--- src/rtl/stopwatch_bcd_if.sv ---
// Control/status bundle between the stopwatch and its driver/display side.
interface stopwatch_bcd_if #(
    parameter int DIGITS = 4
);
    logic                  tick;
    logic                  start;
    logic                  stop;
    logic                  clear;
    logic                  lap;
    logic [4*DIGITS-1:0]   q;
    logic                  running;
    logic                  lap_active;
    logic                  ovf;
    logic                  carry;

    modport master (
        output tick, start, stop, clear, lap,
        input  q, running, lap_active, ovf, carry
    );

    modport slave (
        input  tick, start, stop, clear, lap,
        output q, running, lap_active, ovf, carry
    );
endinterface

--- src/rtl/stopwatch_bcd.sv ---
// Tick-driven BCD stopwatch: IDLE/RUN/PAUSED control, lap snapshot hold,
// sticky overflow on wrap from all-9s.
module stopwatch_bcd #(
    parameter int DIGITS = 4
) (
    input  logic            clk,
    input  logic            rst,
    stopwatch_bcd_if.slave  bus
);
    typedef enum logic [1:0] {IDLE, RUN, PAUSED} state_t;

    state_t                  state, state_nxt;
    logic                    tick_d;
    logic                    tick_rise;
    logic [DIGITS-1:0][3:0]  cnt, cnt_inc, cnt_nxt, snap;
    logic [DIGITS:0]         low_nines;
    logic                    inc, wrap, lap_take;
    logic                    lap_active, lap_nxt;
    logic                    ovf, carry;

    assign tick_rise = bus.tick & ~tick_d;

    // low_nines[i]: every digit below i reads 9, so digit i steps on increment
    assign low_nines[0] = 1'b1;
    for (genvar i = 0; i < DIGITS; i++) begin : g_digit
        assign low_nines[i+1] = low_nines[i] & (cnt[i] == 4'd9);
        assign cnt_inc[i]     = !low_nines[i]      ? cnt[i] :
                                (cnt[i] == 4'd9)   ? 4'd0   : cnt[i] + 4'd1;
    end

    assign wrap = inc & low_nines[DIGITS];

    always_comb begin
        state_nxt = state;
        inc       = 1'b0;
        lap_nxt   = lap_active;
        lap_take  = 1'b0;
        cnt_nxt   = cnt;
        if (bus.clear) begin
            state_nxt = IDLE;
            lap_nxt   = 1'b0;
            cnt_nxt   = '0;
        end else begin
            // counting follows the state held at this edge, not the requested one
            inc = (state == RUN) & tick_rise;
            if (inc)
                cnt_nxt = cnt_inc;
            if (bus.stop) begin
                if (state == RUN)
                    state_nxt = PAUSED;
                lap_nxt = 1'b0;
            end else if (bus.start) begin
                if (state != RUN)
                    state_nxt = RUN;
            end else if (bus.lap && state == RUN) begin
                lap_nxt  = ~lap_active;
                lap_take = ~lap_active;
            end
        end
    end

    always_ff @(posedge clk or posedge rst) begin
        if (rst) begin
            state      <= IDLE;
            tick_d     <= 1'b1;
            cnt        <= '0;
            snap       <= '0;
            lap_active <= 1'b0;
            ovf        <= 1'b0;
            carry      <= 1'b0;
        end else begin
            state      <= state_nxt;
            tick_d     <= bus.tick;
            cnt        <= cnt_nxt;
            lap_active <= lap_nxt;
            carry      <= wrap;
            ovf        <= bus.clear ? 1'b0 : (ovf | wrap);
            if (bus.clear)
                snap <= '0;
            else if (lap_take)
                snap <= cnt_nxt;
        end
    end

    assign bus.q          = lap_active ? snap : cnt;
    assign bus.running    = (state == RUN);
    assign bus.lap_active = lap_active;
    assign bus.ovf        = ovf;
    assign bus.carry      = carry;
endmodule

--- src/flat_wrapper.sv ---
// flat-port wrapper written by rule: the top's interface ports become plain ports
module stopwatch_bcd_flat 
#(
    parameter int DIGITS = 4
)
  (clk, rst, bus_tick, bus_start, bus_stop, bus_clear, bus_lap, bus_q, bus_running, bus_lap_active, bus_ovf, bus_carry);
  stopwatch_bcd_if #(.DIGITS(DIGITS)) bus_i ();
  input  logic clk;
  input  logic rst;
  input wire logic [$bits(bus_i.tick)-1:0] bus_tick;
  input wire logic [$bits(bus_i.start)-1:0] bus_start;
  input wire logic [$bits(bus_i.stop)-1:0] bus_stop;
  input wire logic [$bits(bus_i.clear)-1:0] bus_clear;
  input wire logic [$bits(bus_i.lap)-1:0] bus_lap;
  output wire logic [$bits(bus_i.q)-1:0] bus_q;
  output wire logic [$bits(bus_i.running)-1:0] bus_running;
  output wire logic [$bits(bus_i.lap_active)-1:0] bus_lap_active;
  output wire logic [$bits(bus_i.ovf)-1:0] bus_ovf;
  output wire logic [$bits(bus_i.carry)-1:0] bus_carry;
  assign bus_i.tick = bus_tick;
  assign bus_i.start = bus_start;
  assign bus_i.stop = bus_stop;
  assign bus_i.clear = bus_clear;
  assign bus_i.lap = bus_lap;
  assign bus_q = bus_i.q;
  assign bus_running = bus_i.running;
  assign bus_lap_active = bus_i.lap_active;
  assign bus_ovf = bus_i.ovf;
  assign bus_carry = bus_i.carry;
  stopwatch_bcd #(.DIGITS(DIGITS)) u_core (.clk(clk), .rst(rst), .bus(bus_i));
endmodule
--- config.mk ---
export PLATFORM = sky130hd
export DESIGN_NAME = stopwatch_bcd_flat
export DESIGN_NICKNAME = d
export VERILOG_FILES = /design/src/rtl/stopwatch_bcd_if.sv /design/src/rtl/stopwatch_bcd.sv /design/src/flat_wrapper.sv
export SDC_FILE = /design/constraint.sdc
export NUM_CORES = 1
export LEC_CHECK = 0
export ABC_AREA = 1
export BUFFER_PORTS_ARGS = -buffer_cell sky130_fd_sc_hd__buf_4
export CAP_MARGIN = 20
export CORE_MARGIN = 3
export CORE_UTILIZATION = 40
export CTS_CLUSTER_SIZE = 14
export DETAILED_ROUTE_END_ITERATION = 6
export PLACE_DENSITY = 0.64
export SLEW_MARGIN = 20
export SYNTH_ARGS = -nofsm -noshare
export SYNTH_HDL_FRONTEND = slang
export SYNTH_SLANG_ARGS = --single-unit
--- constraint.sdc ---
create_clock -name clk -period 2.18 [get_ports clk]
set_clock_uncertainty 0.1 [all_clocks]
set_input_delay 0.218 -clock clk [delete_from_list [all_inputs] [get_ports clk]]
set_output_delay 0.218 -clock clk [all_outputs]
set_load 0.02 [all_outputs]
==> results of run 1 <==
state kept, by name, summed over array words and instances, names as in the netlist:
signal / flops
u_core.bus.carry: 1
u_core.bus.lap_active: 1
u_core.bus.ovf: 1
u_core.cnt: 16
u_core.snap: 16
u_core.state: 2
u_core.tick_d: 1
worst min path at each step:
| stage | depth (start not counted) | endpoint | slack (ps) | startpoint |
|---|---|---|---|---|
| floorplan | 0 | u_core.tick_d | 120 | bus_tick |
| global placement | 1 | u_core.tick_d | 250 | bus_tick |
| detailed placement | 1 | u_core.tick_d | 250 | bus_tick |
| CTS | 2 | u_core.state[0] | 10 | bus_stop |
| global route | 2 | u_core.state[0] | 10 | bus_stop |
| finish | 2 | u_core.state[0] | 20 | bus_stop |
placed cells by master (no fill, tap or decap), drive strengths merged, types with 4 or more instances in the layout:
master / netlist / final
a21oi: 4 / 4
buf: 5 / 31
clkbuf: 5 / 6
dfrtp: 37 / 37
ha: 8 / 8
inv: 41 / 41
nand2: 107 / 107
nand3: 26 / 26
nand4: 5 / 5
nor2: 20 / 20
o21ai: 26 / 26
area by class of cell:
| class | instances | area [um2] |
|---|---|---|
| fillers | 518 | 2670 |
| flip-flops and latches | 38 | 952 |
| well taps | 70 | 87.6 |
| clock inverters | 2 | 10.0 |
| multi-input cells | 204 | 1070 |
| inverters | 41 | 154 |
| clock buffers | 6 | 72.6 |
| repair buffers | 33 | 253 |
logic make-up (layout without fill, tap and decap cells):
family | count (synthesis) | in the layout
buffers and inverters | 51 | 82
adders and majority gates | 8 | 8
xor gates and xnor gates | 1 | 1
and+or+nand+nor | 161 | 161
AOI/OAI and AO/OA | 34 | 34
DFF | 38 | 38
worst max-delay path, cell delays in order, from the launching register on:
cell,delay [ps]
dfrtp_1,400
inv_1,100
ha_1,180
nand2_1,90
nor2_4,140
nand2_4,100
nor2_8,150
nand2_4,80
nand2_4,100
nand2_2,60
nand3_1,60
nand2_1,50
routing by layer:
| layer | GRT usage [%] | up-vias |
|---|---|---|
| li1 | - | 989 |
| met1 | 21.7 | 852 |
| met2 | 26.9 | 33 |
| met3 | 2.55 | 7 |
| met4 | 7.09 | 0 |
| met5 | 0 | - |
report_power, final:
group          internal [mW]  leakage (nW)  total (mW)  switching (mW)
Clock                  0.222        0.0450       0.478           0.256
Sequential             0.712         0.526       0.718         0.00538
Combinational         0.0331         0.888       0.107          0.0741
Total                  0.967          1.46        1.30           0.336
repair_timing:
action	in CTS	in global routing
setup endpoints to repair	0	0
hold buffers	2	0
endpoints found under the hold margin	38	0
resized for setup	0	0
through the flow:
stage                     util, %  instance area [um2]  hold WS [ps]
after floorplan                 -                 2250           122
after global placement       47.4                 2500           246
after detailed placement     47.4                 2500           248
after CTS                    49.4                 2600          15.0
after global routing         49.4                 2600          12.8
final                        49.4                 2600          16.0
==> results_dict.tcl, run 1 <==
set metrics [dict create \
    status "completed" \
    topRoutingLayerUsed "met4" \
    worst_pin_slew_ps 482 \
    grt_start_max_net_pins 39 \
    synth_edf_count 0 \
    dieArea_um2 6570 \
    synth_cell_types 30 \
    dp_slack_ps 451 \
    synth-seq-cells 38 \
    cts_buffers 5 \
    core_um2 5270 \
    vias 1881 \
    crit_path_start_kind "flip-flop" \
    clockRootBuffer "clkbuf_8" \
    first_pass_iters 4 \
    fin_crit_sh_pct 79.1 \
    netlist.area_leader.share_pct 41.1 \
    final_antenna_net_count 0 \
    io_buffers 26 \
    synth_top_family_by_area "simple AND/OR/NAND/NOR gates" \
    syn_avg_cell_area_um2 7.70 \
    crit_path_end_kind "flip-flop" \
    die_x_um 81.1 \
    routed_via_density 4.77 \
    yosysMostFrequentCell "nand2_1" \
    async_reset_ff_share_pct 100 \
    netlist_top_cells_count "99 x nand2_1, 38 x inv_1, 37 x dfrtp_1" \
    p_total_mw 1.30 \
    hpwl_mm 3.48 \
    hold_viol_final 0 \
    synth-adder-area-share_pct 4.44 \
    rsz0062_at_grt "no" \
    start_util_pct 42.8 \
    track_usage_pct 16.5 \
    dp_cells 384 \
    grt_pass1_vias 1824 \
    drive_above_1_share_pct 19.8 \
    clk_path_buf_depth 2 \
    synthToLayoutAreaGrowth_pct 15.4 \
    fin_ws_ps 456 \
    cts_tree "yes" \
    slew_violations 0 \
    detail_route.wl_per_cell_um 12.1 \
    finalCriticalPeriod_ps 1720 \
    critical_path.startpoint "u_core.cnt[1]" \
    synthMuxAreaShare_pct 0 \
    dr_wl_met3_um 178 \
    rrSetupSlack_ps 460 \
    slew_headroom_pct 67.8 \
    htreeDepth 2 \
    synthCells 293 \
    final-setup-viol-count 0 \
    critPathCapture "u_core.snap[14]" \
    yosysWarnings 0 \
    clk_pin_slew_ps 80 \
    placementRows 26 \
    io_pins 27 \
    drc 0 \
    first_iter_violations 92 \
    synth_flop_cell "dfrtp_1" \
    nets 338 \
    antenna_found_initial 0 \
    powerDensity_nw_per_um2 501 \
    critPathRequiredTime_ps 2270 \
    routabilityCongestion 0.870 \
    synth_top_cell_by_area "dfrtp_1" \
    p_leak_nw 1.46 \
    worstRegToRegCells 11 \
    clock_latency_ps 300 \
    synth-xor-area-share_pct 0.388 \
    crit_arrival_ps 1810 \
    finalWirelength_mm 4.77 \
    crit_fanout 7 \
    antenna-diode-count 0 \
    die_h_um 81.1 \
    vdd_drop_max_uv 259 \
    synth_fp_nets 308 \
    yosys.area_share.simple_pct 34.1 \
    fin_cells 394 \
    synth_compound_area_share_pct 8.71 \
    wl_met1_mm 2.30 \
    post-cts-setup-buffers 0 \
    r2r_start "u_core.cnt[1]" \
    ys_seq_area_share_pct 42.2 \
    setup_tns_ps 0 \
    route.met2.wl_mm 2.22 \
    overflow 0 \
    holdCritPathClass "primary input to flip-flop" \
    clock_sinks 38 \
    drv_cap 0 \
    path_class "flip-flop to flip-flop" \
    grt_pass1_wl_mm 8.44 \
    max_freq_ghz 0.580 \
    r2r_end "u_core.snap[14]" \
    synth_area_leaders "dfrtp_1 41%, nand2_1 16%, inv_1 6.3%" \
    syn_area_um2 2250 \
]
Power figures use the tool's default switching activity.
==> run 2: changes to the inputs <==
Clock period 2.18 ns to 1.7 ns, I/O delays scaled along.
==> run 2 against run 1 <==
  * Combinational power grew 45%
  * Via count up 5.2%
  * Critical path depth did not move
  * Critical endpoint unchanged
  * Largest cell class unchanged
  * Highest routed layer unchanged
==> results_dict.tcl, run 2 (synthesis gave the netlist of run 1 again) <==
set metrics [dict create \
    clockRootBuffer "clkbuf_8" \
    clock_sinks 38 \
    drive_above_1_share_pct 26.2 \
    die_h_um 81.1 \
    fin_crit_sh_pct 99.9 \
    powerDensity_nw_per_um2 719 \
    regArea_um2 952 \
    clk_path_buf_depth 2 \
    start_util_pct 42.8 \
    cts_tree "yes" \
    setup_tns_ps 0 \
    slew_violations 0 \
    drc 0 \
    first_pass_iters 4 \
    rsz0062_at_grt "yes" \
    r2r_start "u_core.cnt[1]" \
    clock_latency_ps 290 \
    clk_pin_slew_ps 80 \
    nFillCells 498 \
    crit_arrival_ps 1780 \
    slew_headroom_pct 67.0 \
    holdCritPathClass "primary input to flip-flop" \
    reg.largest.list "u_core.cnt (16), u_core.snap (16), u_core.state (2)" \
    vdd_drop_max_uv 374 \
    holdCritStartpoint "bus_clear" \
    mostFrequentLayoutCell "nand2_1" \
    design_area_um2 2840 \
    status "completed" \
    hpwl_mm 3.73 \
    r2r_end "u_core.snap[14]" \
    routed_via_density 4.87 \
    grt_start_max_net_pins 39 \
    worst_hold_path.num_cells 2 \
    io_pins 27 \
    finalWirelength_mm 5.22 \
    finalCriticalPeriod_ps 1700 \
    first_iter_violations 114 \
    die_x_um 81.1 \
    critPathRequiredTime_ps 1780 \
    cts_buffers 5 \
    placement.cell_area_um2 2560 \
    htreeDepth 2 \
    crit_fanout 7 \
    grt_pass1_vias 1845 \
    placementRows 26 \
    multiInputGateArea_um2 1130 \
    track_usage_pct 17.0 \
    whs_ps 3.63 \
    holdPathEnd "u_core.cnt[10]" \
    dieArea_um2 6570 \
    path_class "flip-flop to flip-flop" \
    core_um2 5270 \
    detail_route.wl_per_cell_um 12.8 \
    p_total_mw 2.04 \
    io_buffers 26 \
    rrSetupSlack_ps 3 \
    overflow 0 \
    worstRegToRegCells 11 \
    synthToLayoutAreaGrowth_pct 25.9 \
    routabilityCongestion 0.891 \
    nets 350 \
    layout_common_cells "96 x nand2_1, 39 x buf_4, 37 x dfrtp_1, 35 x inv_1, 21 x nand3_1" \
    antenna_found_initial 0 \
    worst_pin_slew_ps 495 \
    hold_viol_final 0 \
    crit_path_start_kind "flip-flop" \
    grt_pass1_wl_mm 8.73 \
    final-setup-viol-count 0 \
    p_leak_nw 1.57 \
    max_freq_ghz 0.589 \
    drv_cap 0 \
    fin_util_pct 53.8 \
    final_antenna_net_count 0 \
    antenna-diode-count 0 \
    vias 1979 \
    crit_path_end_kind "flip-flop" \
]
-- run 2: timing repair --
item / in CTS / in global routing
hold buffers: 3 / 0
hold endpoints to repair: 39 / 0
gates resized for setup: 0 / 22
setup buffers: 0 / 5
endpoints found under the setup margin: 0 / 26
-- run 2: area by class of cell --
cell class	instances	area share, %
Multi-Input combinational cell	204	39.9
Sequential cell	38	33.6
Timing Repair Buffer	45	12.9
Inverter	41	5.51
Tap cell	70	3.09
Clock buffer	6	2.91
Clock inverter	2	2.12
-- run 2: through the flow --
stage,std cells,worst slack (ps)
after CTS,401,2.46
after global placement,390,74.5
after global routing,406,-91.0
final,406,2.53
after detailed placement,390,12.1
after floorplan,293,79.8
-- run 2: layer usage --
layer | vias up | wire length [um] | track usage, %
met1 | 926 | 2460 | 22.9
met2 | 35 | 2520 | 28.2
met3 | 9 | 166 | 3.55
met5 | - | 0 | 0
li1 | 1009 | - | -
met4 | 0 | 75 | 3.72
-- run 2: critical path: stages, from the launching register on --
cell and delay (ps):
dfrtp_1 400, inv_2 90, ha_4 150, nand2_4 50, nor2_4 150, nand2_4 100, nor2_8 170, nand2_4 90
nand2_4 110, nand2_2 60, nand3_2 50, nand2_1 50
-- run 2: worst max-delay path by stage --
stage,startpoint,endpoint,slack [ps],cells past startpoint
6_report,u_core.cnt[1],u_core.snap[14],3,11
5_1_grt,u_core.cnt[1],u_core.snap[14],-90,11
4_1_cts,u_core.cnt[5],u_core.snap[14],2,11
3_5_place_dp,u_core.cnt[1],u_core.snap[14],10,11
3_3_place_gp,u_core.cnt[1],u_core.snap[14],70,11
2_1_floorplan,u_core.bus.lap_active,bus_q[11],80,3
-- run 2: report_power, final --
| group | switching, mW | leakage [nW] | internal (mW) |
|---|---|---|---|
| Combinational | 0.100 | 0.968 | 0.0547 |
| Clock | 0.338 | 0.0714 | 0.626 |
| Sequential | 0.00753 | 0.526 | 0.913 |
| Total | 0.446 | 1.57 | 1.59 |
